===== src/rtl/tip_hello_axi_pkg.sv =====
// Shared types and constants for the AXI burst initiator:
// FSM state encoding, AXI burst/resp encodings, 4 KB window.
package tip_hello_axi_pkg;

    typedef enum logic [2:0] {
        ST_IDLE,
        ST_AW,
        ST_W,
        ST_B,
        ST_AR,
        ST_R,
        ST_FIN
    } state_e;

    localparam int AXI_LEN_W   = 8;
    localparam int AXI_SIZE_W  = 3;
    localparam int AXI_BURST_W = 2;
    localparam int AXI_RESP_W  = 2;

    localparam logic [AXI_BURST_W-1:0] AXI_BURST_FIXED = 2'b00;
    localparam logic [AXI_BURST_W-1:0] AXI_BURST_INCR  = 2'b01;
    localparam logic [AXI_BURST_W-1:0] AXI_BURST_WRAP  = 2'b10;

    localparam logic [AXI_RESP_W-1:0] AXI_RESP_OKAY   = 2'b00;
    localparam logic [AXI_RESP_W-1:0] AXI_RESP_EXOKAY = 2'b01;
    localparam logic [AXI_RESP_W-1:0] AXI_RESP_SLVERR = 2'b10;
    localparam logic [AXI_RESP_W-1:0] AXI_RESP_DECERR = 2'b11;

    localparam logic [31:0] AXI_4K_LIMIT = 32'd4096;

    // True when a burst starting at page offset off with len+1 beats
    // of nbytes each would run past the end of its 4 KB page.
    function automatic logic crosses_4k(
        input logic [11:0]           off,
        input logic [AXI_LEN_W-1:0]  len,
        input logic [31:0]           nbytes
    );
        logic [31:0] span;
        span = 32'(off) + (32'(len) + 32'd1) * nbytes;
        return span > AXI_4K_LIMIT;
    endfunction

endpackage


===== src/rtl/tip_hello_axi_beat_counter.sv =====
// Beat counter shared by the W and R data phases.
// Ports: clk/rst, clr_i (restart at beat 0), inc_i (advance one beat),
// len_i (beats minus 1), last_o (current beat is beat len_i).
module tip_hello_axi_beat_counter
    import tip_hello_axi_pkg::*;
(
    input  logic                 clk,
    input  logic                 rst,
    input  logic                 clr_i,
    input  logic                 inc_i,
    input  logic [AXI_LEN_W-1:0] len_i,
    output logic                 last_o
);

    logic [AXI_LEN_W-1:0] cnt_q;
    logic [AXI_LEN_W-1:0] cnt_d;

    always_comb begin
        cnt_d = cnt_q;
        if (clr_i) begin
            cnt_d = '0;
        end else if (inc_i) begin
            cnt_d = cnt_q + 1'b1;
        end
    end

    always_ff @(posedge clk) begin
        if (rst) begin
            cnt_q <= '0;
        end else begin
            cnt_q <= cnt_d;
        end
    end

    assign last_o = (cnt_q == len_i);

endmodule


===== src/rtl/tip_hello_axi_burst_initiator.sv =====
// Single-outstanding AXI burst initiator: one command in, one INCR burst
// out (write: AW/W/B, read: AR/R), done pulse with sticky error flag.
// Ports: clk/rst; cmd_* command handshake; wsrc_* write stream in;
// rdst_* read stream out; done/done_error status; sxaw/sxw/sxb/sxar/sxr
// AXI master channels.
// Optional: define TIP_HELLO_AXI_INIT_TIMEOUT_EN to add a B/R response
// timeout of TIMEOUT_CYCLES cycles.
module tip_hello_axi_burst_initiator
    import tip_hello_axi_pkg::*;
#(
    parameter int BW_ADDR    = 32,
    parameter int BW_DATA    = 32,
    parameter int BW_AXI_TID = 4,
    parameter int TID_VALUE  = 0
`ifdef TIP_HELLO_AXI_INIT_TIMEOUT_EN
    ,
    parameter int TIMEOUT_CYCLES = 1024
`endif
) (
    input  logic                   clk,
    input  logic                   rst,

    input  logic                   cmd_valid,
    output logic                   cmd_ready,
    input  logic                   cmd_write,
    input  logic [BW_ADDR-1:0]     cmd_addr,
    input  logic [AXI_LEN_W-1:0]   cmd_len,

    input  logic [BW_DATA-1:0]     wsrc_data,
    input  logic                   wsrc_valid,
    output logic                   wsrc_ready,

    output logic [BW_DATA-1:0]     rdst_data,
    output logic                   rdst_valid,
    input  logic                   rdst_ready,

    output logic                   done,
    output logic                   done_error,

    output logic [BW_AXI_TID-1:0]  sxawid,
    output logic [BW_ADDR-1:0]     sxawaddr,
    output logic [AXI_LEN_W-1:0]   sxawlen,
    output logic [AXI_SIZE_W-1:0]  sxawsize,
    output logic [AXI_BURST_W-1:0] sxawburst,
    output logic                   sxawvalid,
    input  logic                   sxawready,

    output logic [BW_AXI_TID-1:0]  sxwid,
    output logic [BW_DATA-1:0]     sxwdata,
    output logic [BW_DATA/8-1:0]   sxwstrb,
    output logic                   sxwlast,
    output logic                   sxwvalid,
    input  logic                   sxwready,

    input  logic [BW_AXI_TID-1:0]  sxbid,
    input  logic [AXI_RESP_W-1:0]  sxbresp,
    input  logic                   sxbvalid,
    output logic                   sxbready,

    output logic [BW_AXI_TID-1:0]  sxarid,
    output logic [BW_ADDR-1:0]     sxaraddr,
    output logic [AXI_LEN_W-1:0]   sxarlen,
    output logic [AXI_SIZE_W-1:0]  sxarsize,
    output logic [AXI_BURST_W-1:0] sxarburst,
    output logic                   sxarvalid,
    input  logic                   sxarready,

    input  logic [BW_AXI_TID-1:0]  sxrid,
    input  logic [BW_DATA-1:0]     sxrdata,
    input  logic [AXI_RESP_W-1:0]  sxrresp,
    input  logic                   sxrlast,
    input  logic                   sxrvalid,
    output logic                   sxrready
);

    localparam int          BYTES     = BW_DATA / 8;
    localparam int          SIZE_LOG2 = $clog2(BYTES);
    localparam logic [31:0] BYTES_U   = 32'(BYTES);

    state_e               state_q, state_d;
    logic [BW_ADDR-1:0]   addr_q, addr_d;
    logic [AXI_LEN_W-1:0] len_q, len_d;
    logic                 err_q, err_d;

    logic bc_clr;
    logic bc_inc;
    logic bc_last;
    logic tmo;
    logic cmd_bad;

    // Response IDs are not checked; the single outstanding burst
    // makes every response belong to it.
    logic unused_ids;
    assign unused_ids = ^{sxbid, sxrid};

    assign cmd_bad = (|cmd_addr[SIZE_LOG2-1:0]) ||
                     crosses_4k(cmd_addr[11:0], cmd_len, BYTES_U);

    tip_hello_axi_beat_counter u_beats (
        .clk    (clk),
        .rst    (rst),
        .clr_i  (bc_clr),
        .inc_i  (bc_inc),
        .len_i  (len_q),
        .last_o (bc_last)
    );

`ifdef TIP_HELLO_AXI_INIT_TIMEOUT_EN
    localparam int TMO_W = $clog2(TIMEOUT_CYCLES + 1);

    logic [TMO_W-1:0] tmo_q, tmo_d;
    logic             tmo_wait;
    logic             tmo_hs;

    assign tmo_wait = (state_q == ST_B) || (state_q == ST_R);
    assign tmo_hs   = (sxbvalid && sxbready) || (sxrvalid && sxrready);

    // Counts cycles spent waiting for the next B/R beat; zero outside
    // B/R so entry into B/R starts a fresh window.
    always_comb begin
        tmo_d = tmo_q + 1'b1;
        if (!tmo_wait || tmo_hs) begin
            tmo_d = '0;
        end
    end

    always_ff @(posedge clk) begin
        if (rst) begin
            tmo_q <= '0;
        end else begin
            tmo_q <= tmo_d;
        end
    end

    assign tmo = tmo_wait && (tmo_q == TMO_W'(TIMEOUT_CYCLES - 1));
`else
    assign tmo = 1'b0;
`endif

    always_comb begin
        state_d    = state_q;
        addr_d     = addr_q;
        len_d      = len_q;
        err_d      = err_q;
        cmd_ready  = 1'b0;
        sxawvalid  = 1'b0;
        sxarvalid  = 1'b0;
        sxwvalid   = 1'b0;
        wsrc_ready = 1'b0;
        sxbready   = 1'b0;
        sxrready   = 1'b0;
        rdst_valid = 1'b0;
        done       = 1'b0;
        done_error = 1'b0;
        bc_clr     = 1'b0;
        bc_inc     = 1'b0;

        unique case (state_q)
            ST_IDLE: begin
                cmd_ready = 1'b1;
                bc_clr    = 1'b1;
                if (cmd_valid) begin
                    addr_d = cmd_addr;
                    len_d  = cmd_len;
                    err_d  = cmd_bad;
                    if (cmd_bad) begin
                        state_d = ST_FIN;
                    end else if (cmd_write) begin
                        state_d = ST_AW;
                    end else begin
                        state_d = ST_AR;
                    end
                end
            end
            ST_AW: begin
                sxawvalid = 1'b1;
                if (sxawready) begin
                    state_d = ST_W;
                end
            end
            ST_W: begin
                sxwvalid   = wsrc_valid;
                wsrc_ready = sxwready;
                if (wsrc_valid && sxwready) begin
                    if (bc_last) begin
                        state_d = ST_B;
                    end else begin
                        bc_inc = 1'b1;
                    end
                end
            end
            ST_B: begin
                sxbready = !tmo;
                if (tmo) begin
                    err_d   = 1'b1;
                    state_d = ST_FIN;
                end else if (sxbvalid) begin
                    if (sxbresp != AXI_RESP_OKAY) begin
                        err_d = 1'b1;
                    end
                    state_d = ST_FIN;
                end
            end
            ST_AR: begin
                sxarvalid = 1'b1;
                if (sxarready) begin
                    state_d = ST_R;
                end
            end
            ST_R: begin
                rdst_valid = sxrvalid && !tmo;
                sxrready   = rdst_ready && !tmo;
                if (tmo) begin
                    err_d   = 1'b1;
                    state_d = ST_FIN;
                end else if (sxrvalid && rdst_ready) begin
                    if (sxrresp != AXI_RESP_OKAY) begin
                        err_d = 1'b1;
                    end
                    // A last flag on the wrong beat in either direction
                    // is a length mismatch with the slave.
                    if (sxrlast != bc_last) begin
                        err_d = 1'b1;
                    end
                    if (sxrlast) begin
                        state_d = ST_FIN;
                    end else begin
                        bc_inc = 1'b1;
                    end
                end
            end
            ST_FIN: begin
                done       = 1'b1;
                done_error = err_q;
                state_d    = ST_IDLE;
            end
            default: begin
                state_d = ST_IDLE;
            end
        endcase
    end

    always_ff @(posedge clk) begin
        if (rst) begin
            state_q <= ST_IDLE;
            addr_q  <= '0;
            len_q   <= '0;
            err_q   <= 1'b0;
        end else begin
            state_q <= state_d;
            addr_q  <= addr_d;
            len_q   <= len_d;
            err_q   <= err_d;
        end
    end

    assign sxawid    = BW_AXI_TID'(TID_VALUE);
    assign sxawaddr  = addr_q;
    assign sxawlen   = len_q;
    assign sxawsize  = AXI_SIZE_W'(SIZE_LOG2);
    assign sxawburst = AXI_BURST_INCR;

    assign sxarid    = BW_AXI_TID'(TID_VALUE);
    assign sxaraddr  = addr_q;
    assign sxarlen   = len_q;
    assign sxarsize  = AXI_SIZE_W'(SIZE_LOG2);
    assign sxarburst = AXI_BURST_INCR;

    assign sxwid     = BW_AXI_TID'(TID_VALUE);
    assign sxwdata   = wsrc_data;
    assign sxwstrb   = '1;
    assign sxwlast   = bc_last;

    assign rdst_data = sxrdata;

endmodule


===== config.mk =====
export PLATFORM = sky130hd
export DESIGN_NAME = tip_hello_axi_burst_initiator
export DESIGN_NICKNAME = d
export VERILOG_FILES = /design/src/rtl/tip_hello_axi_pkg.sv /design/src/rtl/tip_hello_axi_beat_counter.sv /design/src/rtl/tip_hello_axi_burst_initiator.sv
export SDC_FILE = /design/constraint.sdc
export NUM_CORES = 1
export LEC_CHECK = 0
export CAP_MARGIN = 20
export CORE_AREA = 2 2 121 123
export CTS_CLUSTER_SIZE = 30
export DETAILED_ROUTE_END_ITERATION = 8
export DIE_AREA = 0 0 123 125
export PLACE_DENSITY_LB_ADDON = 0.12
export SLEW_MARGIN = 20
export SYNTH_ARGS = -nofsm -noshare
export SYNTH_HDL_FRONTEND = slang
export SYNTH_HIERARCHICAL = 1
export SYNTH_SLANG_ARGS = --single-unit

===== constraint.sdc =====
create_clock -name clk -period 3.63 [get_ports clk]
set_input_delay 0.5445 -clock clk [delete_from_list [all_inputs] [get_ports clk]]
set_output_delay 0.5445 -clock clk [all_outputs]
set_load 0.03 [all_outputs]

==> run metrics <==
worst relative slew slack=0.3956; outcome=completed; Die Y-Extent=about 130 um; critical-path cell with the highest stage delay=clkdlybuf4s50_1; Routed wire per std cell=15.36 um; violation count after the first detailed-routing iteration=172; global placer's final weighted congestion=around 0.79; Worst setup SP type=primary input; antenna violations before repair=0; x dimension of the die=123 um; Internal=between 1.5 and 2 mW; pin count of the biggest net entering global routing=44; number of cells produced by synthesis=512; number of violations of the max-capacitance limit=0; final critical-path required period=between 3 and 4 ns; top fanout value on the critical path=4; top-area cell type share of the netlist area=0.2667; total global routing overflow=0; power density over the cells=around 600 mW/mm^2; post-cts gate resize count=0; total setup buffers inserted after CTS=0; Root Driver=clkbuf_16; final number of max-transition violations=0; number of global-route vias before repair=about 3.1k; Primary FF master, synth=dfxtp_1; Crit path arrival time=between 3 and 4 ns; fraction of final layout cells sized beyond drive strength 1=0.04927; number of buffer cells added on primary ports=between 100 and 150; buffer depth of the longest clock path=2; RSZ-0062 raised after global routing=false; maximum frequency from static timing analysis=between 0.2 and 0.3 GHz; Site Rows=44; area of placed instances=about 0.0047 sq mm; drt first pass iters=6; sum of net half-perimeters after detailed placement=between 8000 and 9000 um; post-layout worst setup margin=around 0.27 ns; top-level I/O count=a little over 300; first-pass GRT wire length=between 15000 and 20000 um; fraction of the cycle the final worst path needs=0.9266; Data required, critical path=roughly 3.8 ns; clock group share of total power=0.192; number of placed instances with taps included=a little over 700; non-filler cells, final=about 730; Final Hold Viols=0; number of warning messages in the yosys log=6; cell family contributing the most delay on the critical path=simple AND/OR/NAND/NOR gates; critical path, cell by cell=clkdlybuf4s50_1 > and3_1 > nand3_1 > or2_2 > xnor2_1 > ha_1 > o21a_1 > nor2_1 > a2111o_1 > nor4_1 > and3_1 > a211oi_1; FFs w/ async S/R, synth=0; standard cell core area=0.01420 sq mm; clk slew on worst S/H paths=0.07 ns; area growth from synthesis to layout=24.36%; clock latency reported for the late side of the worst-skew pair=roughly 0.30 ns; post-synthesis cell type count=54; path class of the lowest-slack min-delay path=reg2reg; syn_area_per_cell=between 7 and 8 sq um; combinational cell fraction of total power=0.530; leakage=1.793 nW; TritonCTS sink count=52; category of the critical setup timing path=in2reg; longest individual stage delay on the worst path=roughly 0.54 ns; Area contributors post-synth=dfxtp_1 (27%), buf_4 (25%), nand2_1 (9.5%), a21oi_1 (6.0%), ha_1 (3.8%); synthesized cell area=~0.0039 sq mm; TritonCTS clock tree=built; number of enable flip-flop cells after synthesis=0; ratio of routed vias to standard cells=between 4 and 5; Routed Antenna Nets=0; detailed-route DRC error count=0; CP most frequent cell=and3_1; number of flip-flops and latches in the synthesized netlist=52; number of filler cells placed in the layout=around 1.5k; die area=between 0.015 and 0.02 sq mm; transition at the pin with the smallest max-transition slack=0.9066 ns; largest voltage drop on the vdd net=about 210 uV; net switching share of the total power=0.4439; Max H-tree Level=2; number of hold-repair buffers added at the cts stage=0; Diodes inserted=0; final setup violation count=0; routed wire length=11240 um; sum of negative setup slack=0 ns; sequential area share after synthesis=0.2667; net total in the final layout=around 690; all-layer global routing usage=0.1407; area of all placed cells without fillers=slightly below 0.005 sq mm; clock buffer count from CTS=5; clock tree skew after final layout=roughly 0.0066 ns; CP Buf/Inv Count=1; Flop pwr share=0.278; net load switching power=1.280 mW; number of vias after detailed routing=3303; cell type with the largest total area after synthesis=dfxtp_1; CP Capture Type=register; hold slack final=between 0.4 and 0.5 ns; effective utilization at floorplan=0.2748; pre-CTS setup slack=-0.03011 ns
[final timing paths]
check,start,slack (ns),cells after the start,to
max,cmd_len[1],0.27,12,err_q
max reg2reg,state_q[0],1.24,4,sxaraddr[6]
min reg2reg,sxaraddr[23],0.47,2,sxaraddr[23]
min,sxaraddr[23],0.47,2,sxaraddr[23]
[flip-flops by register name (all words and copies together) (netlist names)]
register,cells
state_q,3
sxarlen,8
err_q,1
sxaraddr,32
u_beats/cnt_q,8
[through the flow]
stage               power (mW)    util
finish                   2.883  0.3418
global route             3.072  0.3418
CTS                      2.925  0.3418
floorplan                1.988       -
global placement         2.346  0.3300
detailed placement       2.354  0.3300
[cells in the mapped netlist (all sizes together), types with 4 or more instances]
cell type / count
ha: 12
inv: 5
nor2: 24
nand2b: 5
a21oi: 49
mux2i: 4
o21bai: 4
xnor2: 15
dfxtp: 52
nand3: 6
and3: 7
a211oi: 4
nor2b: 4
o21ai: 13
nand4: 6
nor4: 4
buf: 133
clkbuf: 19
xor2: 6
nand2: 99
[per-layer routing]
layer,part of all wire,track usage,up-vias,wire (um)
li1,-,-,1619,-
met1,0.44,0.1748,1518,4957
met2,0.45,0.2236,128,5012
met3,0.073,0.03513,38,823
met4,0.040,0.07219,0,451
met5,0,0,-,0
[final cells by class]
class / instances / area (sq um) / share of cell area
well taps: 184 / 230.2 / 0.04742
flip-flops and latches: 52 / 1041 / 0.2144
multi-input cells: 327 / 1866 / 0.3843
inverters: 5 / 18.77 / 0.003866
clock inverters: 2 / 38.79 / 0.007990
clock buffers: 6 / 128.9 / 0.02655
repair buffers: 156 / 1531 / 0.3155
[placed cells by master (no fill, tap or decap), types with 6 or more instances in the layout]
cell / instances
o21ai_0: 9
xnor2_1: 15
buf_4: 10
ha_1: 12
and3_1: 7
xor2_1: 6
nand3_1: 6
nor2_1: 24
nand2_1: 99
clkdlybuf4s50_1: 145
a21oi_1: 47
conb_1: 26
dfxtp_1: 52
[power groups by stage]
stage	Clock (mW)	Combinational [mW]	Sequential [mW]
floorplan	0	1.07	0.920
global placement	0	1.53	0.814
detailed placement	0	1.53	0.819
CTS	0.578	1.54	0.807
global route	0.602	1.64	0.826
finish	0.555	1.53	0.801
[worst min-delay path, delay by kind of cell (launching register included)]
| kind | cells | cell delay [ns] |
|---|---|---|
| and+or+nand+nor | 1 | 0.05 |
| DFF | 1 | 0.32 |
| AOI/OAI and AO/OA | 1 | 0.05 |
[cell families after synthesis]
kind of cell             Yosys count  share of synthesized area
XOR/XNOR                          21                    0.04712
AO/OA/AOI/OAI                     91                     0.1532
multiplexers                       4                    0.01026
AND/OR/NAND/NOR                  172                     0.1984
other                              2                   0.001924
flip-flops                        52                     0.2667
adder cells (fa/ha/maj)           13                    0.04359
buffers and inverters            157                     0.2788
No activity file was read; power rests on OpenSTA's default activity.
